==> src/rtl/mod_ctrl_pkg.sv <==
// Shared encodings for the modulator front-panel key controller.
// Mode codes, key identifiers and FSM states used by mod_key_ctrl.
package mod_ctrl_pkg;

    localparam logic [1:0] MODE_ASK = 2'b00;
    localparam logic [1:0] MODE_FSK = 2'b01;
    localparam logic [1:0] MODE_PSK = 2'b10;

    typedef enum logic [1:0] {
        KEY_NONE = 2'd0,
        KEY_MODE = 2'd1,
        KEY_UP   = 2'd2,
        KEY_DN   = 2'd3
    } key_t;

    typedef enum logic [1:0] {
        ST_IDLE    = 2'd0,
        ST_HOLD    = 2'd1,
        ST_RELEASE = 2'd2
    } state_t;

    function automatic logic [1:0] next_mode(input logic [1:0] cur);
        case (cur)
            MODE_ASK: next_mode = MODE_FSK;
            MODE_FSK: next_mode = MODE_PSK;
            default:  next_mode = MODE_ASK;
        endcase
    endfunction

endpackage

==> src/rtl/mod_key_ctrl_hold_timer.sv <==
// Loadable 24-bit down-counter with a zero flag for key hold / repeat timing.
// Load wins over enable, and the count never wraps below zero.
module hold_timer #(
    parameter int W = 24
) (
    input  logic         clk,
    input  logic         rst_n,
    input  logic         i_load,
    input  logic [W-1:0] i_load_val,
    input  logic         i_en,
    output logic         o_zero
);

    logic [W-1:0] r_cnt;

    always_ff @(posedge clk) begin
        if (!rst_n) begin
            r_cnt <= '0;
        end else if (i_load) begin
            r_cnt <= i_load_val;
        end else if (i_en && (r_cnt != '0)) begin
            r_cnt <= r_cnt - 1'b1;
        end
    end

    assign o_zero = (r_cnt == '0);

endmodule

==> src/rtl/mod_key_ctrl.sv <==
// Front-panel key controller: arbitrates MODE/UP/DOWN presses into mode and freq_sel.
// Define MOD_KEY_AUTO_REPEAT_EN to build UP/DOWN auto-repeat while a key is held.
module mod_key_ctrl
    import mod_ctrl_pkg::*;
#(
    parameter logic [23:0] HOLD_CYC   = 24'd5_000_000,
    parameter logic [23:0] REPEAT_CYC = 24'd1_000_000,
    parameter logic [3:0]  FREQ_MAX   = 4'd9
) (
    input  logic       clk,
    input  logic       rst_n,
    input  logic       key_mode,
    input  logic       key_up,
    input  logic       key_dn,
    output logic [1:0] mode,
    output logic [3:0] freq_sel,
    output logic       cfg_valid,
    output logic       busy
);

    state_t      r_state;
    state_t      w_state_next;
    key_t        r_key;
    key_t        w_win;
    key_t        w_act_key;
    logic [1:0]  r_mode;
    logic [3:0]  r_freq;
    logic        r_cfg_valid;
    logic [1:0]  w_mode_next;
    logic [3:0]  w_freq_next;
    logic        w_change;
    logic        w_any;
    logic        w_all_high;
    logic        w_held;
    logic        w_load;
    logic [23:0] w_load_val;
    logic        w_dec;
    logic        w_cnt_zero;

    assign w_any      = !key_mode || !key_up || !key_dn;
    assign w_all_high = key_mode && key_up && key_dn;

    always_comb begin
        if (!key_mode)    w_win = KEY_MODE;
        else if (!key_up) w_win = KEY_UP;
        else if (!key_dn) w_win = KEY_DN;
        else              w_win = KEY_NONE;
    end

    // Only the latched key keeps HOLD alive; other keys are ignored there.
    always_comb begin
        case (r_key)
            KEY_MODE: w_held = !key_mode;
            KEY_UP:   w_held = !key_up;
            KEY_DN:   w_held = !key_dn;
            default:  w_held = 1'b0;
        endcase
    end

    always_ff @(posedge clk) begin
        if (!rst_n) r_state <= ST_RELEASE;
        else        r_state <= w_state_next;
    end

    always_comb begin
        w_state_next = r_state;
        case (r_state)
            ST_IDLE:    if (w_any)      w_state_next = ST_HOLD;
            ST_HOLD:    if (!w_held)    w_state_next = ST_RELEASE;
            ST_RELEASE: if (w_all_high) w_state_next = ST_IDLE;
            default:                    w_state_next = ST_RELEASE;
        endcase
    end

    always_comb begin
        w_act_key  = KEY_NONE;
        w_load     = 1'b0;
        w_load_val = HOLD_CYC - 24'd1;
        w_dec      = 1'b0;
        case (r_state)
            ST_IDLE: begin
                if (w_any) begin
                    w_act_key = w_win;
                    w_load    = 1'b1;
                end
            end
            ST_HOLD: begin
                if (w_held) begin
`ifdef MOD_KEY_AUTO_REPEAT_EN
                    if (w_cnt_zero && (r_key == KEY_UP || r_key == KEY_DN)) begin
                        w_act_key  = r_key;
                        w_load     = 1'b1;
                        w_load_val = REPEAT_CYC - 24'd1;
                    end else begin
                        w_dec = !w_cnt_zero;
                    end
`else
                    w_dec = !w_cnt_zero;
`endif
                end
            end
            default: ;
        endcase
    end

    // Saturated steps leave the value alone and raise no strobe.
    always_comb begin
        w_mode_next = r_mode;
        w_freq_next = r_freq;
        w_change    = 1'b0;
        case (w_act_key)
            KEY_MODE: begin
                w_mode_next = next_mode(r_mode);
                w_change    = 1'b1;
            end
            KEY_UP: begin
                if (r_freq < FREQ_MAX) begin
                    w_freq_next = r_freq + 4'd1;
                    w_change    = 1'b1;
                end
            end
            KEY_DN: begin
                if (r_freq != 4'd0) begin
                    w_freq_next = r_freq - 4'd1;
                    w_change    = 1'b1;
                end
            end
            default: ;
        endcase
    end

    always_ff @(posedge clk) begin
        if (!rst_n) begin
            r_mode      <= MODE_ASK;
            r_freq      <= 4'd0;
            r_cfg_valid <= 1'b0;
            r_key       <= KEY_NONE;
        end else begin
            r_mode      <= w_mode_next;
            r_freq      <= w_freq_next;
            r_cfg_valid <= w_change;
            if (r_state == ST_IDLE && w_any) r_key <= w_win;
        end
    end

    hold_timer #(.W(24)) u_hold_timer (
        .clk        (clk),
        .rst_n      (rst_n),
        .i_load     (w_load),
        .i_load_val (w_load_val),
        .i_en       (w_dec),
        .o_zero     (w_cnt_zero)
    );

    assign mode      = r_mode;
    assign freq_sel  = r_freq;
    assign cfg_valid = r_cfg_valid;
    assign busy      = (r_state != ST_IDLE);

endmodule

==> config.mk <==
export PLATFORM = sky130hd
export DESIGN_NAME = mod_key_ctrl
export DESIGN_NICKNAME = d
export VERILOG_FILES = /design/src/rtl/mod_ctrl_pkg.sv /design/src/rtl/mod_key_ctrl_hold_timer.sv /design/src/rtl/mod_key_ctrl.sv
export SDC_FILE = /design/constraint.sdc
export NUM_CORES = 1
export LEC_CHECK = 0
export ABC_CLOCK_PERIOD_IN_PS = 1700
export CAP_MARGIN = 40
export CORE_UTILIZATION = 42
export DETAILED_ROUTE_END_ITERATION = 7
export PLACE_DENSITY = 0.72
export SYNTH_ARGS = -nofsm -noshare
export SYNTH_HDL_FRONTEND = slang
export SYNTH_HIERARCHICAL = 1
export SYNTH_SLANG_ARGS = --single-unit
==> constraint.sdc <==
create_clock -name clk -period 1.7 [get_ports clk]
set_input_delay 0.34 -clock clk [delete_from_list [all_inputs] [get_ports clk]]
set_output_delay 0.34 -clock clk [all_outputs]
set_load 0.05 [all_outputs]
==> run summary, run 1 <==
The synthesized area per cell is 8.08 um^2. STA classifies the critical path startpoint as a register. Leaving out fill and tap cells, the most frequent cells in the layout are buf_4, a21oi_1, dfxtp_1, nor2_1, nand2_1. The largest single stage delay on the critical path is 530 ps. The flow ran to the end, and the final reports show no timing, DRC or antenna violations. For the worst flop-to-flop path, the logic depth is 4. In this run the core area contains 12 standard-cell rows. Worst reg2reg path startpoint: freq_sel[1]$_SDFFE_PN0P_.

For this design the ratio of total power to cell area is 619 nW/um^2. Summed over all layers, the routed wires come to 1390 um. The endpoint identified for the worst register-to-register timing path is freq_sel[1]$_SDFFE_PN0P_. TritonCTS created 3 clock buffers.

The number of global-route vias before repair is 559, and the source-to-sink clock delay at the later pin of the worst-skew pair is 270 ps. The setup path with the least slack is of type reg2reg. The tool flagged a number of max-cap violations equal to 0.

The start point of the critical path is freq_sel[1]$_SDFFE_PN0P_. The signal on the critical path passes through or3_4, and3_4, or4_4, a21oi_2. Synthesis produced a netlist with a net count of 76. The startpoint identified for the worst hold timing path is r_key[0]$_SDFFE_PN0P_. Setup repair after global routing could not meet its margin everywhere.

In the final layout, flip-flops and latches occupy 230 um^2. The run gives 1 as the number of levels the H-tree was split into. Combinational family with the most area after synthesis: simple AND/OR/NAND/NOR gates.

In the final routed layout, each cell accounts on average for 12.2 um. The overall routing resource usage came out at 22.6%. After layout, the worst path uses 98.9% of the clock period. Summing the sequential cell areas from Yosys gives 38.9% of the chip area. For this design, the CTS-stage hold fixing added 0 buffers.

The worst setup path is captured at a register. The clock passes through at most 2 buffers. The worst hold path terminates at r_key[0]$_SDFFE_PN0P_. Across the VDD grid, the largest voltage drop is 0.000611 V. Die span in x: 38.7 um. After synthesis, the cell types taking the most area are dfxtp_1, a21oi_1, nand2_1, nor2_1, mux2i_1. The die is 38.7 um tall. Entering global routing, the biggest net connects 8 pins. For this run, design rule violations remaining after detail routing come to 0. The synthesized design contains 11 register bits. Cells fill 76.2% of the core in the end.

The transition time at the pin with the least slew margin is 392 ps. The logs give 0 for the number of buffers inserted by post-CTS setup repair and 566 um^2 for the mapped cell area. The data arrival at the endpoint of the critical path is 1890 ps. For the post-layout worst setup margin, the log shows 18.0 ps. The logs give -567 ps for the pre-CTS worst setup slack and 0 for the count of antenna diodes in the layout. The count of input and output buffers came out at 12.

At the worst endpoint, the required time is 1910 ps. Leaving out fill and tap cells, the most frequent cell in the layout is buf_4. From synthesis to final layout, the design area changed by 57.7%. The DRC marker count from the first detailed-route iteration came out at 9. The min-delay analysis places its worst path in the category reg2reg. The first detailed-routing pass took 4 iterations. Setup violations remaining at the end of the flow were counted as 0.

Measured against its own limit, the worst slew margin works out to 73.2%. Of the post-synthesis cell area, the dominant cell type holds 38.9%. The HPWL after detailed placement is 1030 um. In the final design database the tool counted 107 nets. The core region is 1170 um^2. In this run the register-to-register setup slack is 20 ps.

Summing the areas of all compound-gate instances in the mapped netlist gives 20.8% of the synthesized area. The count of warnings emitted by yosys is 6, and the adder and majority cell fraction of the synthesized area is 2.21%. The post-CTS clock slew at the launch and capture registers of the worst setup and hold paths was 70 ps. Global routing finished with a remaining overflow of 0. Buffer cell driving the clock tree root: clkbuf_4. The number of vias per cell after detailed routing is 5.36, and the fill cell total of the finished layout is 93.

The total count of hold-check failures in the final report is 0. TritonCTS built the clock tree. The maximum achievable frequency is 595 MHz. Dominant cell type by area after synthesis: dfxtp_1. The synthesized netlist devotes 1.55% of its cell area to XOR and XNOR gates. The first global-routing pass estimated 2330 um of wire. The initial utilization of the core area, before any placement, comes to 48.3%. For this design the static power due to leakage is 0.000341 uW.

Of all nets on the critical path, the largest fanout is 7. The tools report the number of routed nets with antenna violations as 0. The logs give 0 ps for the total negative slack for setup checks and 0 for the final-report max-slew violation count.

For the gate count of the mapped netlist, the log shows 70. At the end of routability-driven placement, the weighted congestion stood at 0.827. After synthesis, the netlist uses 24 different library cells. In the final layout, the share of cells above drive strength 1 is 41.0%.

Depth of the worst hold-timing path: 2. The die outline area came out at 1500 um^2. The initial antenna violation count is 0, and the clock period minus final worst setup slack is 1680 ps. The highest-delay cell along the critical path is or4_4. The area occupied by multi-input gates is 382 um^2, and the post-synthesis share of cell area spent on and, or, nand and nor gates is 29.6%.

The clock skew was 2.61 ps; the routed via count was 611. The tree built by TritonCTS fans out to 11 sinks. 13 I/O pins were placed.

The portion of netlist area occupied by mux cells came out at 3.54%.
-- flip-flops by register name, summed over array words and instances (netlist names) --
signal and count:
freq_sel 4, mode 2, r_key 2, r_state 2, cfg_valid 1
-- stage by stage --
step / total power [uW] / std cells / cell area, um^2 / hold slack [ps]
floorplan: 321 / 70 / 596 / 416
global placement: 374 / 110 / 831 / 457
detailed placement: 375 / 110 / 831 / 461
CTS: 555 / 114 / 855 / 471
global route: 584 / 114 / 892 / 505
finish: 552 / 114 / 892 / 477
-- worst max-delay path by stage --
| stage | to | slack, ps | cells after the start |
|---|---|---|---|
| after global routing | freq_sel[2]$_SDFFE_PN0P_ | -50 | 8 |
| after floorplan | freq_sel[2]$_SDFFE_PN0P_ | -1 | 8 |
| after detailed placement | freq_sel[2]$_SDFFE_PN0P_ | -570 | 9 |
| after CTS | freq_sel[2]$_SDFFE_PN0P_ | 20 | 9 |
| final | freq_sel[1]$_SDFFE_PN0P_ | 20 | 4 |
| after global placement | freq_sel[2]$_SDFFE_PN0P_ | -510 | 9 |
-- cell type report --
cell class | instances | area share [%]
Clock buffer | 3 | 2.52
Clock inverter | 1 | 0.561
Inverter | 5 | 2.10
Multi-Input combinational cell | 54 | 42.8
Sequential cell | 11 | 25.8
Tap cell | 14 | 1.96
Timing Repair Buffer | 26 | 24.3
-- critical path: cells and delay by family (launching register included) --
kind            cells  cell delay (ps)
simple gates        3             1110
compound gates      1              130
flops               1              370
-- synthesized netlist by cell type (all sizes together) --
library cell  instances
ha                    1
dfxtp                11
nand2                 6
a2111oi               2
o31ai                 2
xnor2                 1
nor3                  2
inv                   5
nor3b                 2
or4                   2
or3                   3
nand4                 1
and3                  1
nor2b                 1
o21ai                 4
nand3                 3
nand2b                2
nor2                  7
o41ai                 1
mux2i                 2
a21oi                10
nor4                  1
-- layer usage --
metal | GRT usage, % | share of wire, % | vias up
met1 | 24.8 | 46 | 273
met5 | 0 | 0 | -
met2 | 40.4 | 48 | 15
met4 | 5.17 | 0.58 | 0
met3 | 8.67 | 5.0 | 2
li1 | - | - | 321
-- power by group --
group	internal (uW)	total [uW]	switching [uW]
clock network	87.2	181	93.4
logic	47.3	104	56.7
registers	262	268	5.55
-- logic make-up after synthesis --
kind of cell | after synthesis
adders and majority gates | 1
DFF | 11
and+or+nand+nor | 31
buffers and inverters | 5
AOI/OAI and AO/OA | 19
xor gates and xnor gates | 1
muxes | 2
-- timing repair --
item,in CTS,in global routing
pin swaps,1,0
resized for setup,3,8
setup endpoints to repair,4,4
Note: power is estimated with default switching activity, not from simulation.
==> inputs of run 2 (changes only) <==
--- a/constraint.sdc
+++ b/constraint.sdc
@@ -3,2 +3,2 @@
 set_output_delay 0.34 -clock clk [all_outputs]
-set_load 0.05 [all_outputs]
+set_load 0.005 [all_outputs]
==> run summary, run 2 (synthesis gave the netlist of run 1 again) <==
The run gives -60.5 ps (-60.5 ps) as the total negative slack for setup checks. The clock share of power was 32.8% (about the same); the transition time at the pin with the least slew margin was 427 ps (+35.4 ps). From synthesis to final layout, the design area changed by 59.1%. Number of failing setup endpoints in the final timing report: 1 (+1). The clock skew is 4.23 ps (+1.61 ps).

The average routed wire per standard cell was 13.5 um (+11%); the source-to-sink clock delay at the later pin of the worst-skew pair was 260 ps (about the same). The number of core rows came out at 12 (unchanged). Fill cell total of the finished layout: 93 (unchanged). For the DRC marker count from the first detailed-route iteration, the log shows 11 (+2).

The post-route worst hold slack was 479 ps (+1.89 ps); the sum of overflow across all layers after global routing was 0 (unchanged). Share of layout cells above drive strength 1: 30.4% (-11 points). The number of sinks driven by the clock tree is 11 (unchanged).

The initial core utilization was 48.3% (unchanged); the count of input and output buffers was 12 (unchanged). For the final-report max-slew violation count, the log shows 0 (unchanged). The run gives 1110 um (+8.0%) as the placed wire-length estimate. The logs give 0 (unchanged) for the count of antenna diodes in the layout and 109 (+1.9%) for the count of nets after finishing. The internal power summed over all cells is 399 uW (+0.64%).

Number of global-route vias before repair: 595 (+6.4%). The aggregate routed wire length is 1560 um (+13%). In the layout the commonest cells are buf_4, a21oi_1, dfxtp_1, clkdlybuf4s50_1.

The number of iterations in the first detailed-routing pass was 4 (unchanged); the combinational cell fraction of total power was 16.3% (-2.5 points). The highest fanout seen on the critical path is 2 (-5). Peak ir drop on the vdd network: 0.000636 V (+4.1%).

The tools report the net switching power as 132 uW (-15%). The worst hold path belongs to the class reg2reg. TritonCTS built the clock tree.

Buffer depth of the longest clock path: 2 (unchanged). For the worst slew margin relative to its limit, the log shows 71.3% (-1.9 points). The number of I/O pins is 13 (unchanged). Total count of hold-check failures in the final report: 0 (unchanged).

The number of cells on the worst reg-to-reg path is 8 (+4), and the number of vias per cell after detailed routing is 5.41 (+1.0%). The total power divided by cell area is 591 nW/um^2 (-4.6%). The terminus of the critical flop-to-flop path is freq_sel[2]$_SDFFE_PN0P_. The tools report the overall routing resource usage as 24.3% (+1.6 points). The combined flip-flop and latch cell area is 224 um^2 (-2.7%), and the clock period minus final worst setup slack is 1760 ps (+78.4 ps). The post-CTS clock slew at the launch and capture registers of the worst setup and hold paths was 70 ps (about the same). The final period utilization is 104% (+4.6 points), and the reported leakage power is 0.000337 uW (-1.2%).

Setup repair after global routing could not meet its margin everywhere. The post-route DRC violation count came out at 0 (unchanged). The tools report the worst reg2reg path startpoint as r_state[1]$_SDFFE_PN1P_.

The run finished, with violations left. The buffer cell driving the clock tree root is clkbuf_4. The run gives 3 (unchanged) as the TritonCTS buffer count. The worst setup path is captured at a register. Floorplan core area: 1170 um^2 (unchanged). The fraction of power spent switching nets was 24.9% (-3.3 points). The logs give 1880 ps (-30 ps) for the worst path required time and 50.9% (+2.4 points) for the fraction of power consumed by sequential logic. The register-to-register path setup slack is -60 ps (-80 ps), and the number of levels the H-tree was split into is 1 (unchanged). The placer congestion estimate came out at 0.846 (+2.3%).

The number of routed nets with antenna violations is 0 (unchanged), and the height of the die is 38.7 um (unchanged). The die span in x came out at 38.7 um (unchanged). The run gives 568 MHz (-4.5%) as the maximum achievable frequency. The routed via count came out at 628 (+2.8%). The most critical setup path has its startpoint at key_up. The initial antenna violation count is 0 (unchanged), and the maximum number of pins on one net before global-route repair is 9 (+1). The library cell used most frequently in the layout, excluding fill and tap cells, is buf_4. The final reports fail on negative setup slack. The worst setup path is launched from an input pin.

The classification of the worst setup path is in2reg. The data arrival at the endpoint of the critical path is 1950 ps (+60 ps). Following the worst setup path forward leads to its endpoint at freq_sel[2]$_SDFFE_PN0P_. The run gives 377 um^2 (-1.3%) as the area occupied by multi-input gates.

The run gives 0 (unchanged) as the count of max-cap constraint violations. The wire length of the first global-routing pass is 2480 um (+6.5%), and the post-layout worst setup margin is -60.5 ps (-78.4 ps). The die outline area is 1500 um^2 (unchanged), and the hold-fix buffer count after cts is 0 (unchanged).

Flip-flop count of the largest register, all copies and words added: 4 (unchanged).
-- run 2: changes by cell type in the layout (fill, tap and decap cells not counted), moves of 2 or more --
cell and delta:
dfxtp_4 -2, dlygate4sd2_1 +2, clkdlybuf4s50_1 +7, buf_4 -5
-- run 2: cell type report --
type / instances / share of cell area, %
repair buffers: 28 / 26.3
flip-flops and latches: 11 / 24.9
multi-input cells: 54 / 41.9
inverters: 5 / 2.09
clock buffers: 4 / 2.92
well taps: 14 / 1.95
-- run 2: repair_timing --
action                     CTS  global route
resized for setup            8             3
pin swaps                    3             1
setup endpoints to repair    5             2
setup buffers                1             0
-- run 2: power by group through the flow --
stage | clock network (uW) | logic [uW] | registers, uW
floorplan | 0 | 32.0 | 277
global placement | 0 | 82.1 | 276
detailed placement | 0 | 83.0 | 276
CTS | 180 | 82.4 | 270
global route | 191 | 95.4 | 271
finish | 174 | 86.5 | 271
-- run 2: worst min-delay path by stage --
| stage | start | endpoint | slack (ps) | depth (start not counted) |
|---|---|---|---|---|
| 2_1_floorplan | rst_n | r_state[1]$_SDFFE_PN1P_ | 420 | 1 |
| 3_3_place_gp | r_key[0]$_SDFFE_PN0P_ | r_key[0]$_SDFFE_PN0P_ | 460 | 2 |
| 3_5_place_dp | r_key[0]$_SDFFE_PN0P_ | r_key[0]$_SDFFE_PN0P_ | 470 | 2 |
| 4_1_cts | r_key[0]$_SDFFE_PN0P_ | r_key[0]$_SDFFE_PN0P_ | 480 | 2 |
| 5_1_grt | r_key[0]$_SDFFE_PN0P_ | r_key[0]$_SDFFE_PN0P_ | 500 | 2 |
| 6_report | r_key[0]$_SDFFE_PN0P_ | r_key[0]$_SDFFE_PN0P_ | 480 | 2 |
-- run 2: metal layers --
layer	share of wire [%]	track usage, %	vias to the layer above
met1	47	28.3	296
met3	2.6	5.78	4
li1	-	-	319
met5	0	0	-
met2	48	42.5	9
met4	1.7	8.62	0
-- run 2: through the flow --
stage	setup slack, ps	util [%]	instances	cell area (um^2)	total power, uW
after CTS	-30.2	74.9	116	877	533
after global placement	-491	71.5	111	837	358
after floorplan	3.44	-	70	587	309
after detailed placement	-620	71.5	111	837	359
after global routing	-141	76.8	116	900	558
final	-60.5	76.8	116	900	531
-- run 2: worst max-delay path: stages --
cell	delay, ps
dlygate4sd2_1	220
nor2b_4	160
nand3_2	100
xnor2_2	150
ha_2	200
nor2_1	80
nand4_1	120
a2111oi_4	320
mux2i_1	250
==> edit 1 (settings of run 2) <==
Reset style: asynchronous (`rst_n`), changed in 3 clocked blocks.
--- a/src/rtl/mod_key_ctrl_hold_timer.sv
+++ b/src/rtl/mod_key_ctrl_hold_timer.sv
@@ -13,7 +13,7 @@
 
     logic [W-1:0] r_cnt;
 
-    always_ff @(posedge clk) begin
+    always_ff @(posedge clk or negedge rst_n) begin
         if (!rst_n) begin
             r_cnt <= '0;
         end else if (i_load) begin
--- a/src/rtl/mod_key_ctrl.sv
+++ b/src/rtl/mod_key_ctrl.sv
@@ -57,7 +57,7 @@
         endcase
     end
 
-    always_ff @(posedge clk) begin
+    always_ff @(posedge clk or negedge rst_n) begin
         if (!rst_n) r_state <= ST_RELEASE;
         else        r_state <= w_state_next;
     end
@@ -129,7 +129,7 @@
         endcase
     end
 
-    always_ff @(posedge clk) begin
+    always_ff @(posedge clk or negedge rst_n) begin
         if (!rst_n) begin
             r_mode      <= MODE_ASK;
             r_freq      <= 4'd0;
Formal check against the unedited RTL: differs if rst_n is asserted again (counterexample within 4 cycles, from zero or initial values and one cycle with rst_n low); with rst_n held inactive, the same outputs for 10 cycles.
==> edit 1 against run 2 <==
- the flow still finishes with violations (negative setup slack)
- final cell count shrank 6.9%
- die area grew 2.9%
- routed wire length shrank 14%
- setup slack got worse by 0.25 ns
- sequential cell count unchanged
- critical path depth is 2 lower
- sequential share of layout area increased by 4.2 points
- design area up 5.6%
- synthesized area increased by 3.1%
- non-clock buffer count rose by 3
- critical endpoint is now freq_sel[2]$_DFFE_PN0P_
Power is not compared: it rests on default switching activity, and its combinational part moved more than twofold at a synthesized area within 25%.
==> edit 1: results (changes against run 2) <==
| Metric | Value |
|---|---|
| Status | finished with violations |
| Failing checks | negative setup slack |
| Detailed Route Iter0 Violations | 4 (-7) |
| Die width | 39.3 um (+1.5%) |
| GRT Total Usage | 20.2% (-4.1 points) |
| Rel. slew slack | 65.4% (-5.9 points) |
| Post-Synth XOR/XNOR Area | 6.01% (+4.5 points) |
| Final setup vio count | 3 (+2) |
| Total wire length | 1340 um (-14%) |
| Placed cell area | 847 um^2 (+1.2%) |
| Worst hold slack | 0.401 ns (-0.0784 ns) |
| Post-synthesis sequential area ratio | 47.4% (+8.5 points) |
| Compound-gate portion of the synthesized area | 18.9% (-1.9 points) |
| R2r worst-path depth | 7 (-1) |
| Vias | 556 (-11%) |
| CP peak stage delay | 0.41 ns (+0.09 ns) |
| First-pass GRT wire length | 2080 um (-16%) |
| RePlAce Congestion | 0.810 (-4.2%) |
| Syn Inst Count | 58 (-17%) |
| Dpl ws | -0.806 ns (-0.186 ns) |
| Worst setup slack after layout | -0.308 ns (-0.247 ns) |
| Worst Setup SP | r_state[0]$_DFFE_PN0P_ |
| Final Non-Filler Cells | 108 (-6.9%) |
| Inst Count DP | 101 (-9.0%) |
| Vias in the first global route | 504 (-15%) |
| TNS Setup | -0.513 ns (-0.453 ns) |
| Adder-cell share of the synthesized area | 2.15% (-0.066 points) |
==> edit 1: cell count changes after synthesis, sizes merged, moves of 3 or more <==
cell	change
a21oi	-7
inv	-3
xor2	+4
dfxtp	-11
dfrtp	+10
a211oi	+3
==> edit 1: worst paths after layout <==
check,endpoint
hold / removal,r_key[0]$_DFFE_PN0P_
min in group clk,r_key[0]$_DFFE_PN0P_
setup / recovery,freq_sel[2]$_DFFE_PN0P_
setup reg to reg,freq_sel[2]$_DFFE_PN0P_
hold reg to reg,freq_sel[3]$_DFFE_PN0P_
max in group asynchronous,r_state[1]$_DFFE_PN1P_
==> edit 1: power by group through the flow <==
| stage | Combinational, uW | Sequential, uW | Clock [uW] |
|---|---|---|---|
| 6_report | 868 | 520 | 173 |
| 4_1_cts | 832 | 519 | 178 |
| 5_1_grt | 951 | 544 | 191 |
| 2_1_floorplan | 286 | 537 | 0 |
| 3_5_place_dp | 753 | 524 | 0 |
| 3_3_place_gp | 740 | 521 | 0 |
==> edit 1: per-layer routing <==
layer  wire, um  vias up
met5          0        -
met4         10        0
met3         67        2
met2        621       13
met1        638      262
li1           -      279
==> edit 1: area by class of cell <==
class	count	area, um^2
sequential	11	277
timing repair buffer	31	268
fill	102	352
inverter	2	7.51
multi-input combinational	45	353
tap	15	18.8
clock buffer	4	26.3
==> edit 1: kinds of logic (layout without fill, tap and decap cells) <==
group,Yosys count,count (layout)
buffers and inverters,2,37
muxes,3,3
adders and majority gates,1,1
xor gates and xnor gates,4,4
AOI/OAI and AO/OA,16,16
and+or+nand+nor,21,21
DFF,11,11
==> edit 1: what timing repair did <==
| action | 4_1_cts | 5_1_grt |
|---|---|---|
| pin swaps | 9 | 6 |
| setup endpoints to repair | 5 | 6 |
| gates resized for setup | 10 | 7 |
| buffers inserted | 2 | 3 |
==> edit 2 (flow settings as in run 2) <==
Without the edit above. Build with the macro `MOD_KEY_AUTO_REPEAT_EN` defined.
--- a/src/rtl/mod_key_ctrl.sv
+++ b/src/rtl/mod_key_ctrl.sv
@@ -1,5 +1,7 @@
 // Front-panel key controller: arbitrates MODE/UP/DOWN presses into mode and freq_sel.
 // Define MOD_KEY_AUTO_REPEAT_EN to build UP/DOWN auto-repeat while a key is held.
+`define MOD_KEY_AUTO_REPEAT_EN
+
 module mod_key_ctrl
     import mod_ctrl_pkg::*;
 #(
Formal check against the unedited RTL: no difference found for any inputs over 10 cycles, from zero or initial values and one cycle with rst_n low; that may be too few to reach the edited logic, so the function may still have changed.
==> edit 2 against run 2 <==
- the flow still finishes with violations (negative setup slack)
- largest cell class unchanged
- routed wire length grew to 5.4 times the old value
- final cell count grew to 4.0 times the old value
- sequential cell count grew 24
- setup slack lost 1.1 ns
- synthesized cell count grew to 3.8 times the old value
- die area grew to 3.7 times the old value
- synthesized area grew to 3.8 times the old value
- design area grew to 4.2 times the old value
- highest routed layer unchanged
- power grew to 4.7 times the old value
- global-route usage grew 5.5 points
==> edit 2: results (changes against run 2) <==
| Metric | Value |
|---|---|
| Vias | 2679 (+330%) |
| Final setup vio count | 29 (+28) |
| Placed cell area | 0.00302 mm^2 (+260%) |
| Detailed Route Iter0 Violations | 219 (+208) |
| First-pass GRT wire length | 12200 um (+390%) |
| Critical Path Fanout Max | 3 (+1) |
| Synth top cells by count | dfxtp_1 (35), o21ai_0 (25), a21oi_1 (20), nand2_1 (20), xnor2_1 (18) |
| TNS Setup | -27.49 ns (-27.43 ns) |
| Largest net degree at the start of global routing | 20 (+11) |
| RePlAce Congestion | 0.899 (+6.3%) |
| Worst Setup SP | u_hold_timer/r_cnt[5]$_SDFFE_PN0P_ |
| Post CTS Setup Buffer Count | 9 (+8) |
| Leakage power | 0.00154 uW (+360%) |
| Netlist cell types | 57 (+140%) |
| Fin nets | 401 (+270%) |
| Inst Count DP | 427 (+280%) |
| Clock Skew | 0.00451 ns (+0.000287 ns) |
| Hold Startpoint | mode[1]$_SDFFE_PN0N_ |
| Syn Inst Count | 264 (+280%) |
| Post-cts sizing count | 54 (+46) |
| Fraction of layout cells with a size suffix above 1 | 44.6% (+14 points) |
| Seq. pwr | 895 uW (+230%) |
| Clock Latency Late Sink | 0.30 ns (+0.04 ns) |
| Worst setup slack after layout | -1.18 ns (-1.12 ns) |
| Dpl ws | -1.39 ns (-0.767 ns) |
| DP HPWL | 4380 um (+290%) |
| Failing checks | negative setup slack |
| Detailed-router iteration count before antenna repair | 5 (+1) |
| Mux cell area share after synthesis | 1.84% (-1.7 points) |
| Max reg flops | 24 (+20) |
| Status | finished with violations |
| Hold EP | mode[1]$_SDFFE_PN0N_ |
| Post-Synth XOR/XNOR Area | 7.25% (+5.7 points) |
==> edit 2: cell types whose count changed after synthesis, moves of 6 or more <==
cell / change
clkbuf_1: +7
nor2b_1: +7
o21ai_0: +21
a21oi_1: +10
xnor2_1: +17
nor2_1: +7
a31oi_1: +6
or4_1: +6
nand2_1: +14
dfxtp_1: +24
a211oi_1: +8
==> edit 2: routing by layer <==
metal	part of all wire, %	track usage, %	wire, um
met4	6.0	19.4	507
met2	50	52.8	4240
met3	5.9	6.23	492
met1	38	32.0	3160
met5	0	0	0
==> edit 2: cell type report <==
class | instances | area (um^2)
sequential | 35 | 711
clock inverter | 1 | 5.00
tap | 67 | 83.8
clock buffer | 7 | 76.3
inverter | 11 | 56.3
timing repair buffer | 114 | 1080
multi-input combinational | 224 | 1730
fill | 291 | 1100
